File: config.mk
export PLATFORM = sky130hd
export DESIGN_NAME = sigmoid_lut_reader
export DESIGN_NICKNAME = d
export VERILOG_FILES = /design/src/rtl/yolo_sigmoid_pkg.sv /design/src/rtl/sigmoid_rd_skid.sv /design/src/rtl/sigmoid_lut_reader.sv
export SDC_FILE = /design/constraint.sdc
export NUM_CORES = 1
export LEC_CHECK = 0
export CAP_MARGIN = 20
export CELL_PAD_IN_SITES_DETAIL_PLACEMENT = 1
export CELL_PAD_IN_SITES_GLOBAL_PLACEMENT = 1
export CORE_UTILIZATION = 20
export CTS_CLUSTER_DIAMETER = 40
export DETAILED_ROUTE_END_ITERATION = 10
export GPL_ROUTABILITY_DRIVEN = 0
export MAX_ROUTING_LAYER = met4
export PLACE_DENSITY_LB_ADDON = 0.1
export REMOVE_ABC_BUFFERS = 1
export SLEW_MARGIN = 20
export SYNTH_ARGS = -nofsm -noshare
export SYNTH_HDL_FRONTEND = slang
export SYNTH_HIERARCHICAL = 1
export SYNTH_SLANG_ARGS = --single-unit
File: constraint.sdc
create_clock -name clka -period 2.5 [get_ports clka]
set_input_delay 0.625 -clock clka [delete_from_list [all_inputs] [get_ports clka]]
set_output_delay 0.625 -clock clka [all_outputs]
set_load 0.02 [all_outputs]
File: src/rtl/yolo_sigmoid_pkg.sv
// Shared constants, FSM state type and index clamp for the YOLO-layer sigmoid fraction ROM.
// Imported by the LUT reader and its optional skid buffer.
package yolo_sigmoid_pkg;

  localparam int SIG_ROM_AW = 8;
  localparam int SIG_ROM_DW = 14;
  localparam int SIG_CENTER = 91;

  typedef enum logic {
    ST_EMPTY = 1'b0,
    ST_FULL  = 1'b1
  } rd_state_e;

  typedef struct packed {
    logic                  sat;
    logic [SIG_ROM_AW-1:0] addr;
  } sig_idx_t;

  // Clamp a signed table index into the ROM range and flag when clamping happened.
  function automatic sig_idx_t sig_idx_sat(input logic signed [31:0] idx);
    sig_idx_t r;
    if (idx < 0) begin
      r.sat  = 1'b1;
      r.addr = '0;
    end else if (idx > (1 << SIG_ROM_AW) - 1) begin
      r.sat  = 1'b1;
      r.addr = '1;
    end else begin
      r.sat  = 1'b0;
      r.addr = idx[SIG_ROM_AW-1:0];
    end
    return r;
  endfunction

endpackage

File: src/rtl/sigmoid_rd_skid.sv
// Two-entry valid/ready FIFO holding {frac, sat, tag} so the ROM can advance while the
// consumer stalls; occupancy exported so the parent can schedule a registered ready.
module sigmoid_rd_skid
  import yolo_sigmoid_pkg::*;
#(
  parameter int W = SIG_ROM_DW + 1 + 8
) (
  input  logic         i_clk,
  input  logic         i_rst,
  input  logic         i_wr_vld,
  output logic         o_wr_rdy,
  input  logic [W-1:0] i_wr_dat,
  output logic         o_rd_vld,
  input  logic         i_rd_rdy,
  output logic [W-1:0] o_rd_dat,
  output logic [1:0]   o_cnt
);

  logic [W-1:0] r_mem [2];
  logic         r_wptr;
  logic         r_rptr;
  logic [1:0]   r_cnt;
  logic         w_wr;
  logic         w_rd;

  assign o_wr_rdy = (r_cnt != 2'd2);
  assign o_rd_vld = (r_cnt != 2'd0);
  assign o_rd_dat = r_mem[r_rptr];
  assign o_cnt    = r_cnt;
  assign w_wr     = i_wr_vld & o_wr_rdy;
  assign w_rd     = o_rd_vld & i_rd_rdy;

  always_ff @(posedge i_clk) begin
    if (w_wr) begin
      r_mem[r_wptr] <= i_wr_dat;
    end
  end

  always_ff @(posedge i_clk or posedge i_rst) begin
    if (i_rst) begin
      r_wptr <= 1'b0;
      r_rptr <= 1'b0;
      r_cnt  <= 2'd0;
    end else begin
      if (w_wr) begin
        r_wptr <= ~r_wptr;
      end
      if (w_rd) begin
        r_rptr <= ~r_rptr;
      end
      r_cnt <= r_cnt + {1'b0, w_wr} - {1'b0, w_rd};
    end
  end

endmodule

File: src/rtl/sigmoid_lut_reader.sv
// Maps signed activations to saturated sigmoid-ROM reads and streams {frac, sat, tag} out, 1 cycle latency.
// Default: combinational ready, ROM register is the data stage; SIGMOID_RD_SKID_EN adds a registered ready and 2-entry skid.
module sigmoid_lut_reader
  import yolo_sigmoid_pkg::*;
#(
  parameter int DATA_W = 16,
  parameter int SHIFT  = 4,
  parameter int CENTER = SIG_CENTER,
  parameter int TAG_W  = 8
) (
  input  logic                     clka,
  input  logic                     rsta,
  input  logic                     in_valid,
  output logic                     in_ready,
  input  logic signed [DATA_W-1:0] in_x,
  input  logic [TAG_W-1:0]         in_tag,
  output logic                     ena,
  output logic [SIG_ROM_AW-1:0]    addra,
  input  logic [SIG_ROM_DW-1:0]    douta,
  output logic                     out_valid,
  input  logic                     out_ready,
  output logic [SIG_ROM_DW-1:0]    out_frac,
  output logic                     out_sat,
  output logic [TAG_W-1:0]         out_tag
);

  logic signed [DATA_W-1:0] w_x_shr;
  logic signed [DATA_W+1:0] w_idx;
  sig_idx_t                 w_idx_sat;
  logic                     w_fire_in;

  // Two guard bits keep the centre offset from wrapping at the extremes of in_x.
  assign w_x_shr   = in_x >>> SHIFT;
  assign w_idx     = {{2{w_x_shr[DATA_W-1]}}, w_x_shr} + (DATA_W+2)'(CENTER);
  assign w_idx_sat = sig_idx_sat(32'(w_idx));
  assign addra     = w_idx_sat.addr;
  assign w_fire_in = in_valid & in_ready;
  assign ena       = w_fire_in;

`ifndef SIGMOID_RD_SKID_EN

  rd_state_e        r_state;
  logic             r_out_valid;
  logic             r_sat;
  logic [TAG_W-1:0] r_tag;

  // The ROM holds douta while ena is low, so a stalled result needs no local data copy.
  always_ff @(posedge clka or posedge rsta) begin
    if (rsta) begin
      r_state     <= ST_EMPTY;
      r_out_valid <= 1'b0;
      r_sat       <= 1'b0;
      r_tag       <= '0;
    end else begin
      case (r_state)
        ST_EMPTY: begin
          if (w_fire_in) begin
            r_state     <= ST_FULL;
            r_out_valid <= 1'b1;
          end
        end
        ST_FULL: begin
          if (out_ready & !w_fire_in) begin
            r_state     <= ST_EMPTY;
            r_out_valid <= 1'b0;
          end
        end
      endcase
      if (w_fire_in) begin
        r_sat <= w_idx_sat.sat;
        r_tag <= in_tag;
      end
    end
  end

  assign in_ready  = !r_out_valid | out_ready;
  assign out_valid = r_out_valid;
  assign out_frac  = douta;
  assign out_sat   = r_sat;
  assign out_tag   = r_tag;

`else

  localparam int SKID_W = SIG_ROM_DW + 1 + TAG_W;

  logic              r_s1_vld;
  logic              r_s1_sat;
  logic [TAG_W-1:0]  r_s1_tag;
  logic              r_in_ready;
  logic [SKID_W-1:0] w_s1_dat;
  logic [SKID_W-1:0] w_skid_dat;
  logic              w_skid_vld;
  logic              w_skid_rdy;
  logic              w_push;
  logic              w_pop;
  logic [1:0]        w_skid_cnt;
  logic [1:0]        w_skid_cnt_nxt;

  // The s1 result is live on douta for one cycle only; anything not taken directly goes into the skid.
  assign w_s1_dat       = {douta, r_s1_sat, r_s1_tag};
  assign w_push         = r_s1_vld & (w_skid_vld | !out_ready) & w_skid_rdy;
  assign w_pop          = w_skid_vld & out_ready;
  assign w_skid_cnt_nxt = w_skid_cnt + {1'b0, w_push} - {1'b0, w_pop};

  sigmoid_rd_skid #(
    .W (SKID_W)
  ) u_skid (
    .i_clk    (clka),
    .i_rst    (rsta),
    .i_wr_vld (w_push),
    .o_wr_rdy (w_skid_rdy),
    .i_wr_dat (w_s1_dat),
    .o_rd_vld (w_skid_vld),
    .i_rd_rdy (out_ready),
    .o_rd_dat (w_skid_dat),
    .o_cnt    (w_skid_cnt)
  );

  // Ready only when at most one result is pending next cycle, so a new read always finds skid room.
  always_ff @(posedge clka or posedge rsta) begin
    if (rsta) begin
      r_s1_vld   <= 1'b0;
      r_s1_sat   <= 1'b0;
      r_s1_tag   <= '0;
      r_in_ready <= 1'b0;
    end else begin
      r_s1_vld   <= w_fire_in;
      r_in_ready <= ({1'b0, w_skid_cnt_nxt} + {2'b00, w_fire_in}) <= 3'd1;
      if (w_fire_in) begin
        r_s1_sat <= w_idx_sat.sat;
        r_s1_tag <= in_tag;
      end
    end
  end

  assign in_ready                     = r_in_ready;
  assign out_valid                    = w_skid_vld | r_s1_vld;
  assign {out_frac, out_sat, out_tag} = w_skid_vld ? w_skid_dat : w_s1_dat;

`endif

endmodule

# == Word level (Yosys, flattened, before mapping) ==
# Cells that the tools add are included.
# word_totals
out_inout_bits,34
register_bits,11
inputBits,42
wordCells,24
# op_classes
mux,8
n_bitwise,4
add_sub_neg,1
n_reduce_logical,3
order_cmp,2
eq_ne,2
# ops
op,n
$mux W9,2
$add A12 B8 Y13 const B,1
$gt A13 B9 Y1 const B,1
$lt A13 B1 Y1 const B,1
$mux W1,4
$pmux W1 S2,2
$and A1 B1 Y1,2
$logic_not A1 Y1,2
$ne A2 B1 Y1 const B,1
$ne A2 B2 Y1 const B,1
$reduce_and A2 Y1,1
$not A1 Y1,1
$or A1 B1 Y1,1

# == Longest topological paths before layout ==
# logic_depth
word_depth,7
ltp_mapped,8
ltp_nobuf,7

# == Worst setup path before layout ==
# Ideal clock, no wire load.
# synth_timing
kind,input to output
start,in in_x[4]
end,out addra[2]
n_path_buf,1
setup_slack_ns,-0.044
path_stages,8
required_time_ns,1.875
arrival_time_ns,1.919
path_cell_list,inv_1 > ha_1 > nor2b_4 > o31ai_2 > a21boi_2 > mux2i_4 > a31oi_1 > buf_4
# synth_rtl
item,line_no,text
start: declaration,sigmoid_lut_reader.sv:15,"input logic signed [DATA_W-1:0] in_x,"
end: declaration,sigmoid_lut_reader.sv:18,"output logic [SIG_ROM_AW-1:0] addra,"

# == Worst setup path after layout ==
# layout_timing
start,in in_x[5]
end,out addra[4]
# layout_via
elab_chain_len,4
elab_cells_between_ends,5
classes_between,1 x add/sub; 2 x order compare; 2 x mux
# layout_lines
item,line_no,text
$add A12 B8 Y13 (*),sigmoid_lut_reader.sv:34,"assign w_idx = {{2{w_x_shr[DATA_W-1]}}, w_x_shr} + (DATA_W+2)'(CENTER);"
$gt A13 B9 Y1,yolo_sigmoid_pkg.sv:25,end else if (idx > (1 << SIG_ROM_AW) - 1) begin
$mux W9,yolo_sigmoid_pkg.sv:25,
$mux W9 (*),yolo_sigmoid_pkg.sv:22,if (idx < 0) begin
# Every way passes the cells marked *; elsewhere a longest branch is shown, timed or not.

==> impl_metrics.tcl <==
set metrics [dict create \
    synth_top_area_share_pct 28.5 \
    drt-total-wl_mm 3.18 \
    ios 76 \
    grt_setup_unrepaired "true" \
    firstDrtPassIters 6 \
    clkLatencyLatePin_ps 230 \
    n_antenna_cell 0 \
    path_delay_family "buffers and inverters" \
    path_clk_slew_ps 50 \
    status "finished with violations" \
    ant_nets 0 \
    holdWs_ps 456 \
    cp_num_buf_inv 5 \
    setup_tns_ps -1120 \
    crit_type "in -> out" \
    cp_common_cell "buf_4" \
    drt-initial-drc-count 33 \
    max_stage_delay_ps 200 \
    ys_types 32 \
    core-area_um2 4500 \
    setup_ws_ps -160 \
    ys_seq_area_share_pct 28.5 \
    track_usage_pct 13.7 \
    fin_crit_sh_pct 106 \
    start_util_pct 21.5 \
    p_comb_share_pct 51.6 \
    synth.cell_area_um2 967 \
    finalInstanceArea_um2 1830 \
    syn_to_final_growth_pct 89.5 \
    netlist_instances 99 \
    max_slew_margin_pct 72.3 \
    final_nets 209 \
    antenna_found_initial 0 \
    power.internal_mw 0.550 \
    htree_levels 1 \
    wl_per_cell_um 14.7 \
    violations "setup timing" \
    die_y_um 71.5 \
    required_ps 1880 \
    place_inst 198 \
    clock-sinks 11 \
    die_x_um 71.5 \
    hpwlAfterDp_mm 2.36 \
    critPathArrivalTime_ps 2030 \
    cp_slowest_cell "o31ai_4" \
    final_cell_count_no_fill 217 \
    num_vias 971 \
    tightestPinTransition_ps 415 \
    synth.area.top_cells "dfrtp_1 28%, buf_4 18%, mux2_2 9.3%" \
    place_area_um2 1500 \
    via_per_inst 4.47 \
    die-area_um2 5120 \
    port_buffers 43 \
    layout_min_cycle_time_ps 2660 \
    seqPwrFrac_pct 27.7 \
    min_path_type "reg -> reg" \
    post-route-util_pct 40.7 \
    startpoint_type "primary input" \
    total_power_mw 0.822 \
    yosysWarnings 6 \
    p_sw_mw 0.272 \
    irDropWorstVdd_mv 0.113 \
    setup_viol 8 \
    dp_slack_ps -1060 \
    cap_violations 0 \
    cts_buffers 3 \
    drv_slew 0 \
    avgSynthCellArea_um2 9.77 \
    rows 24 \
    p_sw_share_pct 33.1 \
    cts_tree "yes" \
    hold_violations 0 \
    grt_pass1_vias 1104 \
    leakagePower_nw 0.780 \
    ys_ff_latch 11 \
    synth_top_cell_by_area "dfrtp_1" \
    max_freq_mhz 376 \
    p_clk_share_pct 20.8 \
    grt_pass1_wl_mm 5.29 \
    drc 0 \
    grt.overflow.total 0 \
    p_per_area_nw_per_um2 449 \
    clock_skew_ps 2.55 \
    clock_path_buffers 2 \
    cts_root_buf "clkbuf_8" \
    cts_hold_buf 0 \
    crit_chain "buf_8 -> inv_4 -> ha_4 -> nor2b_4 -> o31ai_4 -> a21boi_2 -> buf_4 -> mux2i_4 -> buf_4 -> a31oi_1 -> buf_4" \
    drive_gt1_share_pct 55.8 \
    cp-end-kind "output pin" \
    crit_fanout 3 \
    grt_max_degree 12 \
]
## Yosys cell counts
master and number:
a31oi_1 9, o21ai_2 1, a21oi_2 1, buf_2 1
and2_1 1, a311oi_1 1, xor2_1 2, a211oi_2 1
dfrtp_1 11, nand3_2 1, mux2i_4 1, and2b_1 1
nand2_1 5, nor2b_4 1, ha_1 1, nor2_1 6
a22o_1 1, inv_1 6, a21boi_2 1, nor3_4 1
a21o_1 1, a21oi_1 1, o21ai_0 2, nor3_1 1
nor4bb_1 1, mux2_2 8, a211oi_4 1, nor3b_4 1
xnor2_1 5, buf_4 23, o31ai_2 1, or3_1 1
## worst register-to-register path, stage by stage (launching register included)
cell	delay [ps]
dfrtp_1	410
nand2_1	90
nand2_1	90
inv_1	90
buf_4	190
mux2_2	350
## final cells by class
class                   count  area (um^2)
repair buffers             85          756
well taps                  52         65.1
clock buffers               4         45.0
multi-input cells          59          667
inverters                   6         25.0
flip-flops and latches     11          275
fillers                   500         2670
## power groups by stage
stage                     Clock, mW  Combinational [mW]  Sequential [mW]
after CTS                     0.180               0.399            0.228
after detailed placement          0               0.362            0.231
after global routing          0.187               0.451            0.233
after global placement            0               0.357            0.229
after floorplan                   0               0.120            0.267
final                         0.171               0.424            0.228
## worst paths after layout
check	from	to	slack, ps	cells after the start
worst max register to register	out_valid	out_tag[7]	1170	5
worst max-delay path	in_x[5]	addra[4]	-160	11
min in group asynchronous	rsta	out_tag[0]	690	2
worst min register to register	r_state	out_valid	460	1
max in group asynchronous	rsta	out_tag[7]	1520	2
worst min-delay path	r_state	out_valid	460	1
## kinds of logic (layout without fill, tap and decap cells)
family | after synthesis | in the layout | synth area share, %
buffers and inverters | 30 | 95 | 20.7
adder cells (fa/ha/maj) | 1 | 1 | 1.29
flip-flops | 11 | 11 | 28.5
XOR/XNOR | 7 | 7 | 6.34
AND/OR/NAND/NOR | 20 | 20 | 14.0
multiplexers | 9 | 10 | 11.6
AO/OA/AOI/OAI | 21 | 21 | 17.6
## timing repair
| action | CTS | global route |
|---|---|---|
| cloned | 1 | 0 |
| pin swaps | 19 | 9 |
| gates resized for setup | 108 | 15 |
| setup endpoints to repair | 10 | 8 |
| setup buffers | 11 | 3 |
## sequential cells by signal, indices dropped and copies added (netlist names)
signal and cells:
out_sat 1, out_tag 8, out_valid 1, r_state 1
## layout by cell type, fill, tap and decap left out, types with 2 or more instances in the layout
| cell type | instances |
|---|---|
| mux2i_4 | 2 |
| buf_2 | 4 |
| buf_4 | 36 |
| inv_1 | 4 |
| nand2_1 | 5 |
| clkbuf_8 | 3 |
| a31oi_4 | 6 |
| dfrtp_1 | 11 |
| xnor2_1 | 5 |
| clkdlybuf4s50_1 | 21 |
| mux2_2 | 8 |
| a31oi_1 | 3 |
| buf_6 | 15 |
| dlygate4sd2_1 | 7 |
| nor2_1 | 5 |
| xor2_1 | 2 |
## routing by layer
metal / wire length [um] / track usage, %
met2: 1660 / 23.4
met3: 274 / 3.52
met5: 0 / -
met4: 0 / 4.58
met1: 1250 / 15.7
(Power assumes the default switching activity.)
